--- config.mk ---
export PLATFORM = sky130hd
export DESIGN_NAME = temp_report_seq
export DESIGN_NICKNAME = d
export VERILOG_FILES = /design/src/rtl/temp_report_seq.sv
export SDC_FILE = /design/constraint.sdc
export NUM_CORES = 1
export LEC_CHECK = 0
export BUFFER_PORTS_ARGS = -buffer_cell sky130_fd_sc_hd__buf_2
export CAP_MARGIN = 25
export CORE_UTILIZATION = 30
export DETAILED_ROUTE_END_ITERATION = 6
export PLACE_DENSITY = 0.49
export SYNTH_ARGS = -nofsm -noshare
export SYNTH_HDL_FRONTEND = slang
export SYNTH_SLANG_ARGS = --single-unit
--- constraint.sdc ---
create_clock -name clk -period 6.5 [get_ports clk]
set_input_delay 1.3 -clock clk [delete_from_list [all_inputs] [get_ports clk]]
set_output_delay 1.3 -clock clk [all_outputs]
set_load 0.02 [all_outputs]
--- src/rtl/temp_report_seq.sv ---
// Formats a signed 8-bit temperature as an ASCII frame (sign, three digits,
// unit, line end) and hands it byte by byte to a UART transmitter.
module temp_report_seq #(
  parameter logic [7:0] UNIT_CHAR = 8'h43,
  parameter bit         EOL_CRLF  = 1'b1
) (
  input  logic       clk,
  input  logic       reset,
  input  logic       temp_valid,
  input  logic [7:0] temp_value,
  input  logic       tx_done_tick,
  output logic [7:0] data_byte,
  output logic       tx_start,
  output logic       busy,
  output logic       frame_done_tick,
  output logic       drop_tick
);

  typedef enum logic [1:0] {
    IDLE = 2'd0,
    CONV = 2'd1,
    SEND = 2'd2,
    WAIT = 2'd3
  } state_t;

  localparam logic [2:0] LAST_IDX = EOL_CRLF ? 3'd6 : 3'd5;

  state_t      r_state;
  logic        r_sign;
  logic [8:0]  r_rem;
  logic [3:0]  r_hund;
  logic [3:0]  r_tens;
  logic [3:0]  r_units;
  logic [2:0]  r_idx;
  logic [7:0]  r_data;
  logic        r_tx_start;
  logic        r_busy;

  logic [8:0]  w_mag;
  logic        w_last;

  function automatic logic [7:0] frame_byte(
    input logic [2:0] idx,
    input logic       sign,
    input logic [3:0] hund,
    input logic [3:0] tens,
    input logic [3:0] units
  );
    case (idx)
      3'd0:    frame_byte = sign ? 8'h2D : 8'h2B;
      3'd1:    frame_byte = 8'h30 + {4'd0, hund};
      3'd2:    frame_byte = 8'h30 + {4'd0, tens};
      3'd3:    frame_byte = 8'h30 + {4'd0, units};
      3'd4:    frame_byte = UNIT_CHAR;
      3'd5:    frame_byte = EOL_CRLF ? 8'h0D : 8'h0A;
      default: frame_byte = 8'h0A;
    endcase
  endfunction

  // 9-bit magnitude so that -128 becomes +128 rather than wrapping.
  assign w_mag  = temp_value[7] ? (9'd0 - {1'b1, temp_value}) : {1'b0, temp_value};
  assign w_last = (r_idx == LAST_IDX);

  // The frame-end and drop strobes must land in the cycle of the triggering input.
  assign frame_done_tick = (r_state == WAIT) && tx_done_tick && w_last;
  assign drop_tick       = temp_valid && (r_state != IDLE);

  assign data_byte = r_data;
  assign tx_start  = r_tx_start;
  assign busy      = r_busy;

  // Capture, BCD conversion by repeated subtraction, and byte hand-off.
  always_ff @(posedge clk or negedge reset) begin
    if (!reset) begin
      r_state    <= IDLE;
      r_sign     <= 1'b0;
      r_rem      <= 9'd0;
      r_hund     <= 4'd0;
      r_tens     <= 4'd0;
      r_units    <= 4'd0;
      r_idx      <= 3'd0;
      r_data     <= 8'hFF;
      r_tx_start <= 1'b1;
      r_busy     <= 1'b0;
    end else begin
      case (r_state)
        IDLE: begin
          r_tx_start <= 1'b1;
          if (temp_valid) begin
            r_sign  <= temp_value[7];
            r_rem   <= w_mag;
            r_hund  <= 4'd0;
            r_tens  <= 4'd0;
            r_units <= 4'd0;
            r_idx   <= 3'd0;
            r_busy  <= 1'b1;
            r_state <= CONV;
          end
        end
        CONV: begin
          if (r_rem >= 9'd100) begin
            r_rem  <= r_rem - 9'd100;
            r_hund <= r_hund + 4'd1;
          end else if (r_rem >= 9'd10) begin
            r_rem  <= r_rem - 9'd10;
            r_tens <= r_tens + 4'd1;
          end else begin
            r_units    <= r_rem[3:0];
            r_data     <= frame_byte(3'd0, r_sign, r_hund, r_tens, r_units);
            r_tx_start <= 1'b0;
            r_state    <= SEND;
          end
        end
        SEND: begin
          r_tx_start <= 1'b1;
          r_state    <= WAIT;
        end
        WAIT: begin
          // data_byte is held here: the transmitter may still be sampling it.
          if (tx_done_tick) begin
            if (w_last) begin
              r_busy  <= 1'b0;
              r_state <= IDLE;
            end else begin
              r_idx      <= r_idx + 3'd1;
              r_data     <= frame_byte(r_idx + 3'd1, r_sign, r_hund, r_tens, r_units);
              r_tx_start <= 1'b0;
              r_state    <= SEND;
            end
          end
        end
        default: begin
          r_tx_start <= 1'b1;
          r_busy     <= 1'b0;
          r_state    <= IDLE;
        end
      endcase
    end
  end

endmodule

; Yosys cells after proc, flatten, opt, wreduce, memory -nomap -nowiden
; Index checks and enable logic that the tools add are counted.
[totals]
out_inout_bits = 12
regBits = 37
in_bits = 12
wordCells = 99
[op_classes]
magnitude_cmp = 2
muxes = 40
n_eq_ne = 18
reduce_logical = 20
add_sub_neg = 9
[op_table]
columns = operator, n
row1 = one-hot mux 7 bit (6 select lines), 1
row2 = two-way mux 9 bit, 4
row3 = two-way mux 8 bit, 4
row4 = two-way mux 4 bit, 6
row5 = one-hot mux 4 bit (2 select lines), 3
row6 = AND reduction 4 bit, 6
row7 = "adder 6 x 4 -> 7 bit, first input constant", 3
row8 = one-hot mux 9 bit (2 select lines), 1
row9 = "inequality test 2 bit, second input constant", 8
row10 = one-hot mux 8 bit (2 select lines), 1
row11 = two-way mux 3 bit, 4
row12 = two-way mux 2 bit, 5
row13 = "equality test 3 bit, second input constant", 3
row14 = "greater-or-equal comparator 9 x 4 -> 1 bit, second input constant", 1
row15 = "greater-or-equal comparator 9 x 7 -> 1 bit, second input constant", 1
row16 = "subtractor 1 x 9 -> 9 bit, first input constant", 1
row17 = "subtractor 9 x 4 -> 9 bit, second input constant", 1
row18 = "subtractor 9 x 7 -> 9 bit, second input constant", 1
row19 = "adder 4 x 1 -> 4 bit, second input constant", 2
row20 = one-hot mux 2 bit (4 select lines), 1
row21 = nonzero test 2 bit, 4
row22 = two-way mux 1 bit, 7
row23 = "equality test 3 x 2 -> 1 bit, second input constant", 2
row24 = one-hot mux 3 bit (2 select lines), 1
row25 = other kinds (14), 18

; Longest topological paths before layout
[logic_depth]
depth_word = 6
ltp_mapped = 8
mapped_depth_nobuf = 7

; Least setup slack after synthesis
; Ideal clock, no wire load.
[synth_timing]
kind = input port to output port
from = input port tx_done_tick
to = output port frame_done_tick
required_ps = 5200
slack_ps = 3482
stages = 2
t_arrival_ps = 1718
n_path_buf = 0
path_cell_list = nand3_1 > nor2_1
[synth_between]
elab_chain_len = 2
[synth_lines]
columns = item, line_no
row1 = from (decl), 11  ; input logic tx_done_tick,
row2 = logical AND 1 bit (2 in series), 65  ; assign frame_done_tick = (r_state == WAIT) && tx_done_tick && w_last;
row3 = to (decl), 15  ; output logic frame_done_tick,
; No other way between the ends.

; Worst setup path after layout
; Same ends and word-level chain as after synthesis.

==> flow_metrics.py <==
metrics = {
    "critical_path": {
        "cp.arrival_ns": 1.88,
        "rr_worst_depth": 5,
        "crit_chain": "buf_2 > nand3_1 > nor2_1 > buf_2",
        "max_stage_delay_ns": 0.20,
        "cp-start-kind": "input pin",
        "critical_path.endpoint_type": "output port",
        "crit_family": "simple AND/OR/NAND/NOR gates",
        "worst_ep_required_time_ns": 5.20,
        "critPathMostFrequentCell": "buf_2",
        "crit-reg2reg-launch": "r_state[0]",
        "reg2reg_to": "r_hund[3]",
        "path_buf_inv": 2,
        "cp_slowest_cell": "nor2_1",
        "worstPathMaxFanout": 3,
        "crit_type": "in -> out",
        "reg2reg_slack_ns": 3.68,
    },
    "logic_synthesis": {
        "synth_top_family_by_area": "compound AO/OA/AOI/OAI gates",
        "synth-edff-count": 0,
        "synthFlopType": "dfrtp_1",
        "syn_nets": 292,
        "synth_seq_cells": 37,
        "synth_xor_area_share_pct": 3.22,
        "synth_compound_area_share_pct": 22.9,
        "yosys-mux-area-fraction_pct": 6.96,
        "yosys_warnings": 0,
        "seq_area_frac_synth_pct": 38.3,
        "ys_types": 53,
        "synth-async-reset-ratio_pct": 100,
        "syn_inst": 267,
        "synthAdderAreaFrac_pct": 6.65,
        "avgSynthCellArea_sq_um": 9.16,
        "synth_simple_gate_area_share_pct": 18.0,
        "netlist_area_sq_um": 2440,
    },
    "finish": {
        "layout_common_cells": "28 x dfrtp_1, 23 x o21ai_0, 23 x buf_2",
        "nNetsFinal": 311,
        "synthToLayoutAreaGrowth_pct": 11.7,
        "regArea_sq_um": 937,
        "multi_input_area_sq_um": 1410,
        "insertedDiodeCount": 0,
        "layout-drive-gt1-share_pct": 18.1,
        "mostFrequentLayoutCell": "dfrtp_1",
        "fillers": 817,
    },
    "drt": {
        "viasPerCell": 5.24,
        "wl_mm": 5.86,
        "routed-via-count": 2039,
        "drtIter0Drc": 128,
        "drc": 0,
        "detail-route-antenna-nets": 0,
        "drtPass1Iterations": 4,
        "drt-wirelength-per-cell_um": 15.1,
    },
    "clocking": {
        "cts_hold_buf": 0,
        "worst_skew_pair.late_latency_ns": 0.29,
        "cts_tree": "yes",
        "cts_buffers": 5,
        "cts_buffer_depth": 2,
        "post_cts_buffers": 0,
        "cts.clk_slew.worst_paths_ns": 0.08,
        "ctsResizeCount": 0,
        "cts_sinks": 37,
        "clockRootBuffer": "clkbuf_8",
        "htree_num_levels": 2,
    },
    "timing": {
        "whs_ns": 0.490,
        "maxSlewViolCount": 0,
        "fin_crit_sh_pct": 49.0,
        "max_slew_margin_pct": 34.1,
        "tns_ns": 0,
        "fmax_mhz": 314,
        "fin_worst_skew_ns": 0.00701,
        "final-hold-violation-count": 0,
        "rsz0062_at_grt": "no",
        "finalWorstSetupSlack_ns": 3.32,
        "setup-violations-final": 0,
        "fin_crit_ns": 3.18,
        "worstMarginPinSlew_ns": 0.985,
    },
    "floorplanning": {
        "coreArea_sq_um": 7810,
        "ios": 24,
        "die_area_sq_um": 8510,
        "die_h_um": 92.3,
        "num_rows": 32,
        "initial_utilization_pct": 31.3,
        "die_x_um": 92.3,
    },
    "power": {
        "pwr-share-comb_pct": 51.9,
        "pwr-share-clk_pct": 12.4,
        "cell_internal_pwr_uw": 740,
        "p_per_area_nw_per_um2": 513,
        "seqPwrFrac_pct": 35.7,
        "leakage_uw": 0.00116,
        "swShare_pct": 47.2,
        "power_switching_uw": 661,
        "peakVddDrop_uv": 174,
    },
    "grt": {
        "grt_overflow": 0,
        "antenna_found_initial": 0,
        "grt_max_degree": 38,
        "grt_pass1_vias": 1894,
        "grt_pass1_wl_mm": 9.96,
        "grt_usage_pct": 14.8,
    },
    "min_path": {
        "hold_path_class": "reg -> reg",
        "min_path_cells": 1,
        "worstHoldStart": "data_byte[7]",
        "whs_endpoint": "data_byte[7]",
    },
    "run": {
        "max-cap-violations": 0,
    },
    "placement": {
        "hpwl_mm": 4.18,
        "numPortBuffers": 23,
        "place_congestion": 0.809,
        "post-place-ws_ns": 3.32,
    },
    "run_status": {
        "status": "finished clean",
    },
}
==> worst register-to-register path: cells and delay by family (launching register included) <==
| family | cells | cell delay, ns |
|---|---|---|
| flip-flops | 1 | 0.85 |
| buffers and inverters | 1 | 0.31 |
| AO/OA/AOI/OAI | 1 | 0.14 |
| AND/OR/NAND/NOR | 3 | 1.45 |
==> cells by family after synthesis <==
kind of cell,after synthesis
multiplexers,16
AO/OA/AOI/OAI,84
AND/OR/NAND/NOR,85
XOR/XNOR,9
buffers and inverters,23
flip-flops,37
adder cells (fa/ha/maj),13
==> layer usage <==
layer / up-vias / track usage, % / wire length (um)
li1: 1018 / - / -
met1: 967 / 23.1 / 3020
met4: 0 / 3.78 / 80
met3: 9 / 2.32 / 234
met5: - / 0 / 0
met2: 45 / 20.9 / 2520
==> state kept, by name, summed over array words and instances (netlist names) <==
signal     flops
busy           1
data_byte      8
r_hund         4
r_idx          3
r_rem          9
r_sign         1
r_state        2
r_tens         4
r_units        4
tx_start       1
==> metrics by stage <==
stage          util, %  power (uW)  std cells  area (sq um)
2_1_floorplan        -        1050        267          2440
3_3_place_gp      33.8        1230        381          2640
3_5_place_dp      33.8        1230        381          2640
4_1_cts           35.0        1400        389          2730
5_1_grt           35.0        1530        389          2730
6_report          35.0        1400        389          2730
==> area by class of cell <==
type / count / share of cell area [%]
multi-input cells: 207 / 51.7
inverters: 12 / 1.65
repair buffers: 23 / 4.22
clock inverters: 1 / 0.275
well taps: 102 / 4.67
clock buffers: 7 / 3.16
flip-flops and latches: 37 / 34.3
==> worst max path at each step <==
stage | start | end | cells after the start
floorplan | tx_done_tick | frame_done_tick | 2
global placement | tx_done_tick | frame_done_tick | 4
detailed placement | tx_done_tick | frame_done_tick | 4
CTS | tx_done_tick | frame_done_tick | 4
global route | tx_done_tick | frame_done_tick | 4
finish | tx_done_tick | frame_done_tick | 4
==> cell usage after synthesis, types with 2 or more instances <==
master | n | area, sq um
a2bb2oi_1 | 3 | 26.3
nor3b_1 | 4 | 30.0
ha_1 | 13 | 163
nor2b_1 | 3 | 18.8
a31oi_1 | 2 | 12.5
dfstp_2 | 9 | 236
buf_2 | 2 | 10.0
dfrtp_1 | 28 | 701
a22oi_1 | 5 | 37.5
xnor2_1 | 6 | 52.6
a21oi_1 | 17 | 85.1
nor3_1 | 8 | 40.0
o41ai_1 | 3 | 26.3
or3_1 | 2 | 12.5
nor2_1 | 21 | 78.8
a22o_1 | 2 | 17.5
nand3_1 | 9 | 45.0
nand3b_1 | 2 | 15.0
nand4b_1 | 2 | 17.5
o31ai_1 | 6 | 45.0
o21a_1 | 2 | 15.0
and4b_1 | 2 | 20.0
o21ai_0 | 23 | 115
o211ai_1 | 3 | 22.5
nand2_1 | 19 | 71.3
mux2i_1 | 8 | 80.1
nand2b_1 | 5 | 31.3
xor2_1 | 3 | 26.3
clkbuf_1 | 7 | 26.3
mux2_2 | 8 | 90.1
and3b_1 | 2 | 17.5
inv_1 | 12 | 45.0
o22ai_1 | 6 | 37.5
==> power groups by stage <==
stage / logic, uW / registers (uW) / clock network (uW)
after global placement: 724 / 504 / 0
after floorplan: 585 / 469 / 0
after global routing: 824 / 521 / 187
final: 727 / 501 / 174
after CTS: 726 / 499 / 178
after detailed placement: 726 / 501 / 0
(Power assumes the default switching activity.)
